$ cat src/rtl/operand_collector.sv
// Serial-to-parallel operand collector: packs up to eight WIDTH-bit words into lanes a..h
// and holds the completed frame behind a valid/ready handshake.
module operand_collector #(
  parameter int unsigned       WIDTH = 8,
  parameter logic [WIDTH-1:0]  PAD   = {WIDTH{1'b1}}
) (
  input  logic             clk,
  input  logic             reset,
  input  logic             in_valid,
  output logic             in_ready,
  input  logic [WIDTH-1:0] in_data,
  input  logic             in_last,
  output logic [WIDTH-1:0] a,
  output logic [WIDTH-1:0] b,
  output logic [WIDTH-1:0] c,
  output logic [WIDTH-1:0] d,
  output logic [WIDTH-1:0] e,
  output logic [WIDTH-1:0] f,
  output logic [WIDTH-1:0] g,
  output logic [WIDTH-1:0] h,
  output logic [3:0]       out_count,
  output logic             out_valid,
  input  logic             out_ready
);

  localparam logic ST_FILL = 1'b0;
  localparam logic ST_FULL = 1'b1;

  logic             state_q, state_d;
  logic [2:0]       cnt_q, cnt_d;
  logic [3:0]       count_q, count_d;
  logic [WIDTH-1:0] lane_q [8];
  logic [WIDTH-1:0] lane_d [8];

  assign in_ready  = (state_q == ST_FILL);
  assign out_valid = (state_q == ST_FULL);
  assign out_count = count_q;

  assign a = lane_q[0];
  assign b = lane_q[1];
  assign c = lane_q[2];
  assign d = lane_q[3];
  assign e = lane_q[4];
  assign f = lane_q[5];
  assign g = lane_q[6];
  assign h = lane_q[7];

  // NOTE: every next-state variable gets its hold value first, so no path through this block can infer a latch.
  always_comb begin
    state_d = state_q;
    cnt_d   = cnt_q;
    count_d = count_q;
    lane_d  = lane_q;
    case (state_q)
      ST_FILL: begin
        if (in_valid) begin
          lane_d[cnt_q] = in_data;
          if (cnt_q == 3'd7 || in_last) begin
            // Lanes past the last real word are padded on the same edge that closes the frame.
            for (int i = 0; i < 8; i++) begin
              if (i > int'(cnt_q)) lane_d[i] = PAD;
            end
            count_d = 4'(cnt_q) + 4'd1;
            cnt_d   = 3'd0;
            state_d = ST_FULL;
          end else begin
            cnt_d = cnt_q + 3'd1;
          end
        end
      end
      default: begin
        if (out_ready) state_d = ST_FILL;
      end
    endcase
  end

  // NOTE: the lane storage is reset too, because a..h must read zero after reset rather than stale data.
  always_ff @(posedge clk) begin
    if (reset) begin
      state_q <= ST_FILL;
      cnt_q   <= 3'd0;
      count_q <= 4'd0;
      for (int i = 0; i < 8; i++) lane_q[i] <= '0;
    end else begin
      // NOTE: non-blocking assignments keep all registers updating from the same pre-edge values.
      state_q <= state_d;
      cnt_q   <= cnt_d;
      count_q <= count_d;
      lane_q  <= lane_d;
    end
  end

endmodule

$ cat config.mk
export PLATFORM = sky130hd
export DESIGN_NAME = operand_collector
export DESIGN_NICKNAME = d
export VERILOG_FILES = /design/src/rtl/operand_collector.sv
export SDC_FILE = /design/constraint.sdc
export NUM_CORES = 1
export LEC_CHECK = 0
export CELL_PAD_IN_SITES_DETAIL_PLACEMENT = 1
export CELL_PAD_IN_SITES_GLOBAL_PLACEMENT = 1
export CORE_MARGIN = 5
export CORE_UTILIZATION = 38
export CTS_CLUSTER_SIZE = 25
export DETAILED_ROUTE_END_ITERATION = 10
export PLACE_DENSITY_LB_ADDON = 0.1
export SLEW_MARGIN = 5
export SYNTH_ARGS = -nofsm -noshare
export SYNTH_HDL_FRONTEND = slang
export SYNTH_SLANG_ARGS = --single-unit
export TNS_END_PERCENT = 1
$ cat constraint.sdc
create_clock -name clk -period 3 [get_ports clk]
set_input_delay 0.3 -clock clk [delete_from_list [all_inputs] [get_ports clk]]
set_output_delay 0.3 -clock clk [all_outputs]
set_load 0.005 [all_outputs]
==> impl_metrics.py, run 1 <==
metrics = {
    "final_layout": {
        "nNetsFinal": 445,
        "syn2layout_area_growth_pct": 30.2,
        "fin_util_pct": 50.4,
        "diodes": 0,
        "drive_gt1_share_pct": 7.18,
    },
    "clocking": {
        "cts-root-buf": "clkbuf_8",
        "cts.clk_slew.worst_paths_ns": 0.08,
        "h-tree-depth": 3,
        "numClockSinks": 72,
        "cts_tree": "yes",
        "cts_resized": 0,
        "cts_buffers": 9,
        "clk_latency_ns": 0.35,
        "clockBufferDepth": 2,
        "cts_setup_buffers": 0,
        "postCtsHoldBufs": 0,
    },
    "worst_hold_path": {
        "min_path_cells": 2,
        "min_path_type": "flop to flop",
        "min_from": "out_count[2]$_SDFFE_PP0P_",
        "hold_end": "out_count[2]$_SDFFE_PP0P_",
    },
    "logic_synthesis": {
        "synth.area.top_cells": "dfxtp_1 (46%), a31oi_1 (11%), nand3_1 (8.9%)",
        "syn_avg_cell_area_um2": 8.63,
        "ys_types": 37,
        "ys_ff_latch": 72,
        "synth.largest_area_cell": "dfxtp_1",
        "syn-instance-count": 367,
        "yosys_most_used_dff": "dfxtp_1",
        "synth.cell_area_um2": 3170,
        "synth_edf_count": 0,
        "synth_nets": 384,
        "synth_top_area_share_pct": 45.5,
        "async_reset_ff_share_pct": 0,
        "ys_seq_area_share_pct": 45.5,
        "ys_warn_count": 0,
    },
    "timing": {
        "setup_violations": 0,
        "relSlewSlack_pct": 48.2,
        "setup_tns_ns": 0,
        "final_max_slew_viol_count": 0,
        "fmax_mhz": 465,
        "grt_setup_unrepaired": "no",
        "tightest_slew_ns": 0.776,
        "hold_viol_final": 0,
        "min_period_over_period_pct": 71.6,
        "skew_ns": 0.00896,
        "period_minus_slack_ns": 2.15,
        "holdWs_ns": 0.484,
    },
    "global_route": {
        "grt_pass1_wl_um": 16500,
        "gr-usage-all-layers_pct": 20.4,
        "antenna_found_initial": 0,
        "grt_max_degree": 73,
        "overflow": 0,
        "grt_pass1_vias": 3178,
    },
    "drt": {
        "num_vias": 3075,
        "drc": 0,
        "route.detailed.wl_per_inst_um": 19.1,
        "wl_um": 10300,
        "drt-vias-per-instance": 5.73,
        "dr.pass1.iters": 4,
        "ant_nets": 0,
        "drtIter0Drc": 118,
    },
    "placed_design": {
        "globalplace.congestion": 0.772,
        "hpwl_um": 6630,
        "port_buffers": 82,
    },
    "worst_setup_path": {
        "r2r_cells": 5,
        "critPathBufInv": 0,
        "critical_path.top_delay_family": "simple AND/OR/NAND/NOR gates",
        "path_max_fanout": 13,
        "crit_arrival_ns": 2.42,
        "crit_path_end_kind": "flop",
        "timing.setup.critical_path_class": "flop to flop",
        "crit_required_ns": 3.27,
        "worstReg2RegEnd": "c[2]$_SDFFE_PP0P_",
        "worstSetupStartpointType": "flop",
        "slowest_delay_ns": 0.61,
        "slowest_stage": "dfxtp_1",
        "crit_path_cell_trace": "ha_1, ha_1, or2_1, nand4_1, a31oi_1",
        "reg2reg_slack_ns": 0.85,
        "regToRegStartpoint": "cnt_q[0]$_SDFFE_PP0P_",
        "cp_common_cell": "ha_1",
    },
    "floorplan": {
        "dieArea_um2": 10300,
        "ios": 83,
        "initial_utilization_pct": 38.7,
        "core-area_um2": 8180,
        "die_w_um": 101,
        "die_y_um": 101,
        "row_count": 33,
    },
    "pwr": {
        "ir_drop_mv": 0.236,
        "internal_power_mw": 1.68,
        "p_clk_share_pct": 38.1,
        "p_per_area_nw_per_um2": 550,
        "p_leak_nw": 1.37,
        "pwr-share-comb_pct": 15.1,
        "pwr-share-seq_pct": 46.8,
        "switching_share_pct": 25.7,
        "p_switching_mw": 0.583,
    },
    "job": {
        "maxCapViolations": 0,
    },
    "run_status": {
        "status": "completed",
    },
}
[sequential cells by signal (all words and copies together) (netlist names)]
register	flops
f	8
e	8
cnt_q	3
d	8
a	8
out_count	4
g	8
b	8
h	8
out_valid	1
c	8
[layer usage]
| metal | wire length (um) | GRT usage [%] | vias to the layer above |
|---|---|---|---|
| met5 | 0 | 0 | - |
| met4 | 185 | 6.95 | 0 |
| met3 | 497 | 4.55 | 15 |
| met2 | 4750 | 32.9 | 68 |
| met1 | 4850 | 26.9 | 1518 |
| li1 | - | - | 1474 |
[cell type report]
cell class,count,area (um2)
multi-input combinational,252,1450
sequential,72,1440
timing repair buffer,89,868
inverter,4,15.0
clock buffer,10,138
clock inverter,5,81.3
fill,968,4060
tap,105,131
[worst max-delay path by stage]
| stage | startpoint | endpoint | slack, ns | cells after the start |
|---|---|---|---|---|
| after global placement | in_valid | h[1]$_SDFFE_PP0P_ | 0.96 | 5 |
| final | cnt_q[0]$_SDFFE_PP0P_ | c[2]$_SDFFE_PP0P_ | 0.85 | 5 |
| after detailed placement | cnt_q[0]$_SDFFE_PP0P_ | c[2]$_SDFFE_PP0P_ | 0.87 | 5 |
| after global routing | cnt_q[0]$_SDFFE_PP0P_ | c[2]$_SDFFE_PP0P_ | 0.67 | 5 |
| after floorplan | cnt_q[0]$_SDFFE_PP0P_ | g[0]$_SDFFE_PP0P_ | 1.41 | 6 |
| after CTS | cnt_q[0]$_SDFFE_PP0P_ | c[2]$_SDFFE_PP0P_ | 0.86 | 5 |
[through the flow]
step | power (mW) | setup WS, ns | instances | area [um2]
final | 2.27 | 0.851 | 537 | 4120
after global routing | 2.36 | 0.667 | 537 | 4120
after CTS | 2.28 | 0.862 | 537 | 4120
after detailed placement | 1.43 | 0.873 | 522 | 3900
after global placement | 1.42 | 0.960 | 522 | 3900
after floorplan | 1.24 | 1.41 | 367 | 3170
[cells in the mapped netlist, types with 6 or more instances]
| master | instances |
|---|---|
| buf_4 | 6 |
| a21oi_1 | 16 |
| buf_6 | 11 |
| clkbuf_1 | 11 |
| a31oi_1 | 56 |
| nand3_1 | 56 |
| o21ai_1 | 16 |
| o21ai_0 | 52 |
| and3b_1 | 9 |
| clkbuf_2 | 6 |
| dfxtp_1 | 72 |
| nand2_1 | 20 |
[worst register-to-register path, cell delays in order (launching register included)]
cell and delay, ns:
dfxtp_1 0.61, ha_1 0.24, ha_1 0.17, or2_1 0.36
nand4_1 0.43, a31oi_1 0.26
[power by group through the flow]
stage	registers, mW	clock network, mW	logic, mW
after CTS	1.06	0.876	0.346
final	1.06	0.863	0.342
after floorplan	1.08	0	0.156
after global placement	1.08	0	0.337
after global routing	1.07	0.917	0.371
after detailed placement	1.08	0	0.345
[kinds of logic after synthesis]
group | Yosys count | synth area share, %
flops | 72 | 45.5
simple gates | 103 | 18.2
buf+inv | 43 | 8.81
compound gates | 145 | 25.9
fa+ha+maj | 4 | 1.58
[cell usage in the layout (no fill, tap or decap), drive strengths merged, types with 3 or more instances in the layout]
cell type and n:
clkdlybuf4s50 81, dfxtp 72, o21ai 68, nand3 56
a31oi 56, nand2 20, a21oi 16, clkbuf 10
and3b 9, buf 8, inv 4, ha 4
nor2 3
No activity file was read; power rests on OpenSTA's default activity.
==> inputs of run 2 (changes only) <==
--- a/config.mk
+++ b/config.mk
@@ -8,7 +8,7 @@
 export CELL_PAD_IN_SITES_DETAIL_PLACEMENT = 1
 export CELL_PAD_IN_SITES_GLOBAL_PLACEMENT = 1
 export CORE_MARGIN = 5
-export CORE_UTILIZATION = 38
+export CORE_UTILIZATION = 32
 export CTS_CLUSTER_SIZE = 25
 export DETAILED_ROUTE_END_ITERATION = 10
 export PLACE_DENSITY_LB_ADDON = 0.1
==> constraint.sdc (replaced) <==
create_clock -name clk -period 1.9 [get_ports clk]
set_input_delay 0.19 -clock clk [delete_from_list [all_inputs] [get_ports clk]]
set_output_delay 0.19 -clock clk [all_outputs]
set_load 0.005 [all_outputs]
==> run 2 against run 1 <==
Sequential power up 58%. Die area grew 17%. Critical path depth did not move. Worst setup slack worse by 0.71 ns. Largest cell class unchanged. Largest power group unchanged.
==> impl_metrics.py, run 2 (synthesis results as in run 1) <==
metrics = {
    "floorplan": {
        "row_count": 36,
        "dieArea_um2": 12000,
        "initial_utilization_pct": 32.5,
        "die_y_um": 109,
        "core-area_um2": 9730,
        "die_w_um": 109,
        "ios": 83,
    },
    "global_route": {
        "grt_pass1_vias": 3153,
        "overflow": 0,
        "antenna_found_initial": 0,
        "grt_pass1_wl_um": 17300,
        "grt_max_degree": 73,
        "gr-usage-all-layers_pct": 18.6,
    },
    "final_layout": {
        "stdcell_area_um2": 4290,
        "nNetsFinal": 457,
        "drive_gt1_share_pct": 9.89,
        "final_cell_mix": "clkdlybuf4s50_1 (81), dfxtp_1 (72), nand3_1 (56), a31oi_1 (56), o21ai_0 (52)",
        "layout_commonest_cell": "clkdlybuf4s50_1",
        "syn2layout_area_growth_pct": 35.5,
        "fin_util_pct": 44.1,
        "diodes": 0,
        "fin_cells": 578,
    },
    "timing": {
        "hold_viol_final": 0,
        "setup_violations": 0,
        "min_period_over_period_pct": 92.6,
        "setup_tns_ns": 0,
        "tightest_slew_ns": 0.731,
        "final_max_slew_viol_count": 0,
        "relSlewSlack_pct": 51.1,
        "skew_ns": 0.0130,
        "period_minus_slack_ns": 1.76,
        "fmax_mhz": 569,
    },
    "clocking": {
        "postCtsHoldBufs": 0,
        "cts.clk_slew.worst_paths_ns": 0.09,
        "clockBufferDepth": 2,
        "cts_buffers": 9,
        "clk_latency_ns": 0.35,
        "cts_tree": "yes",
        "cts-root-buf": "clkbuf_8",
        "numClockSinks": 72,
        "h-tree-depth": 3,
    },
    "pwr": {
        "p_leak_nw": 1.44,
        "ir_drop_mv": 0.403,
        "p_per_area_nw_per_um2": 842,
    },
    "worst_setup_path": {
        "path_max_fanout": 8,
        "reg2reg_slack_ns": 0.14,
        "timing.setup.critical_path_class": "flop to flop",
        "regToRegStartpoint": "cnt_q[0]$_SDFFE_PP0P_",
        "crit_arrival_ns": 1.96,
        "worstReg2RegEnd": "g[0]$_SDFFE_PP0P_",
        "r2r_cells": 5,
        "crit_required_ns": 2.10,
        "crit_path_end_kind": "flop",
        "worstSetupStartpointType": "flop",
    },
    "drt": {
        "drc": 0,
        "drt-vias-per-instance": 5.36,
        "ant_nets": 0,
        "wl_um": 10800,
        "route.detailed.wl_per_inst_um": 18.6,
        "dr.pass1.iters": 4,
        "drtIter0Drc": 155,
        "num_vias": 3099,
    },
    "run_status": {
        "status": "completed",
    },
    "placed_design": {
        "dp.cells": 561,
        "hpwl_um": 7340,
        "globalplace.congestion": 0.738,
        "port_buffers": 82,
        "dpl_cell_area_um2": 4060,
    },
    "worst_hold_path": {
        "hold_end": "a[1]$_SDFFE_PP0P_",
        "min_path_type": "primary input to flop",
        "min_from": "reset",
        "min_path_cells": 3,
    },
    "job": {
        "maxCapViolations": 0,
    },
}
run 2: metal layers:
| layer | GRT usage (%) | wire length (um) |
|---|---|---|
| met5 | 0 | 0 |
| met3 | 4.29 | 551 |
| met2 | 27.2 | 4690 |
| met4 | 6.68 | 264 |
| met1 | 26.5 | 5260 |
run 2: worst max-delay path, cell delays in order, from the launching register on:
cell and delay (ns):
dfxtp_1 0.38, ha_1 0.23, ha_1 0.21, or2_4 0.28
o211ai_1 0.34, a31oi_1 0.17
run 2: repair_timing:
item,4_1_cts,5_1_grt
endpoints found under the setup margin,0,43
resized for setup,0,2
buffers inserted,0,1
run 2: power breakdown:
group / total (mW) / switching, mW / leakage [nW] / internal, mW
registers: 1.67 / 0.0606 / 0.594 / 1.61
logic: 0.577 / 0.276 / 0.739 / 0.302
clock network: 1.36 / 0.611 / 0.107 / 0.747
total: 3.61 / 0.948 / 1.44 / 2.66
run 2: how the worst max path moves through the flow:
stage / start / endpoint / slack [ns] / cells after the start
3_5_place_dp: in_valid / g[6]$_SDFFE_PP0P_ / 0.05 / 4
5_1_grt: cnt_q[0]$_SDFFE_PP0P_ / g[0]$_SDFFE_PP0P_ / -0.005 / 5
4_1_cts: cnt_q[0]$_SDFFE_PP0P_ / g[1]$_SDFFE_PP0P_ / 0.06 / 5
3_3_place_gp: in_valid / g[5]$_SDFFE_PP0P_ / 0.15 / 4
2_1_floorplan: cnt_q[0]$_SDFFE_PP0P_ / g[0]$_SDFFE_PP0P_ / 0.31 / 6
6_report: cnt_q[0]$_SDFFE_PP0P_ / g[0]$_SDFFE_PP0P_ / 0.14 / 5
run 2: cell type report:
| cell class | count | area (um2) |
|---|---|---|
| multi-input combinational | 252 | 1450 |
| timing repair buffer | 101 | 1000 |
| clock buffer | 10 | 128 |
| tap | 133 | 166 |
| sequential | 72 | 1440 |
| fill | 1167 | 5440 |
| clock inverter | 6 | 90.1 |
| inverter | 4 | 15.0 |
run 2: through the flow:
stage,hold slack (ns),worst slack [ns],power [mW]
final,0.338,0.141,3.61
after global routing,0.340,-0.00490,3.77
after CTS,0.327,0.0573,3.63
after detailed placement,0.476,0.0519,2.29
after global placement,0.473,0.152,2.27
after floorplan,0.338,0.310,1.95
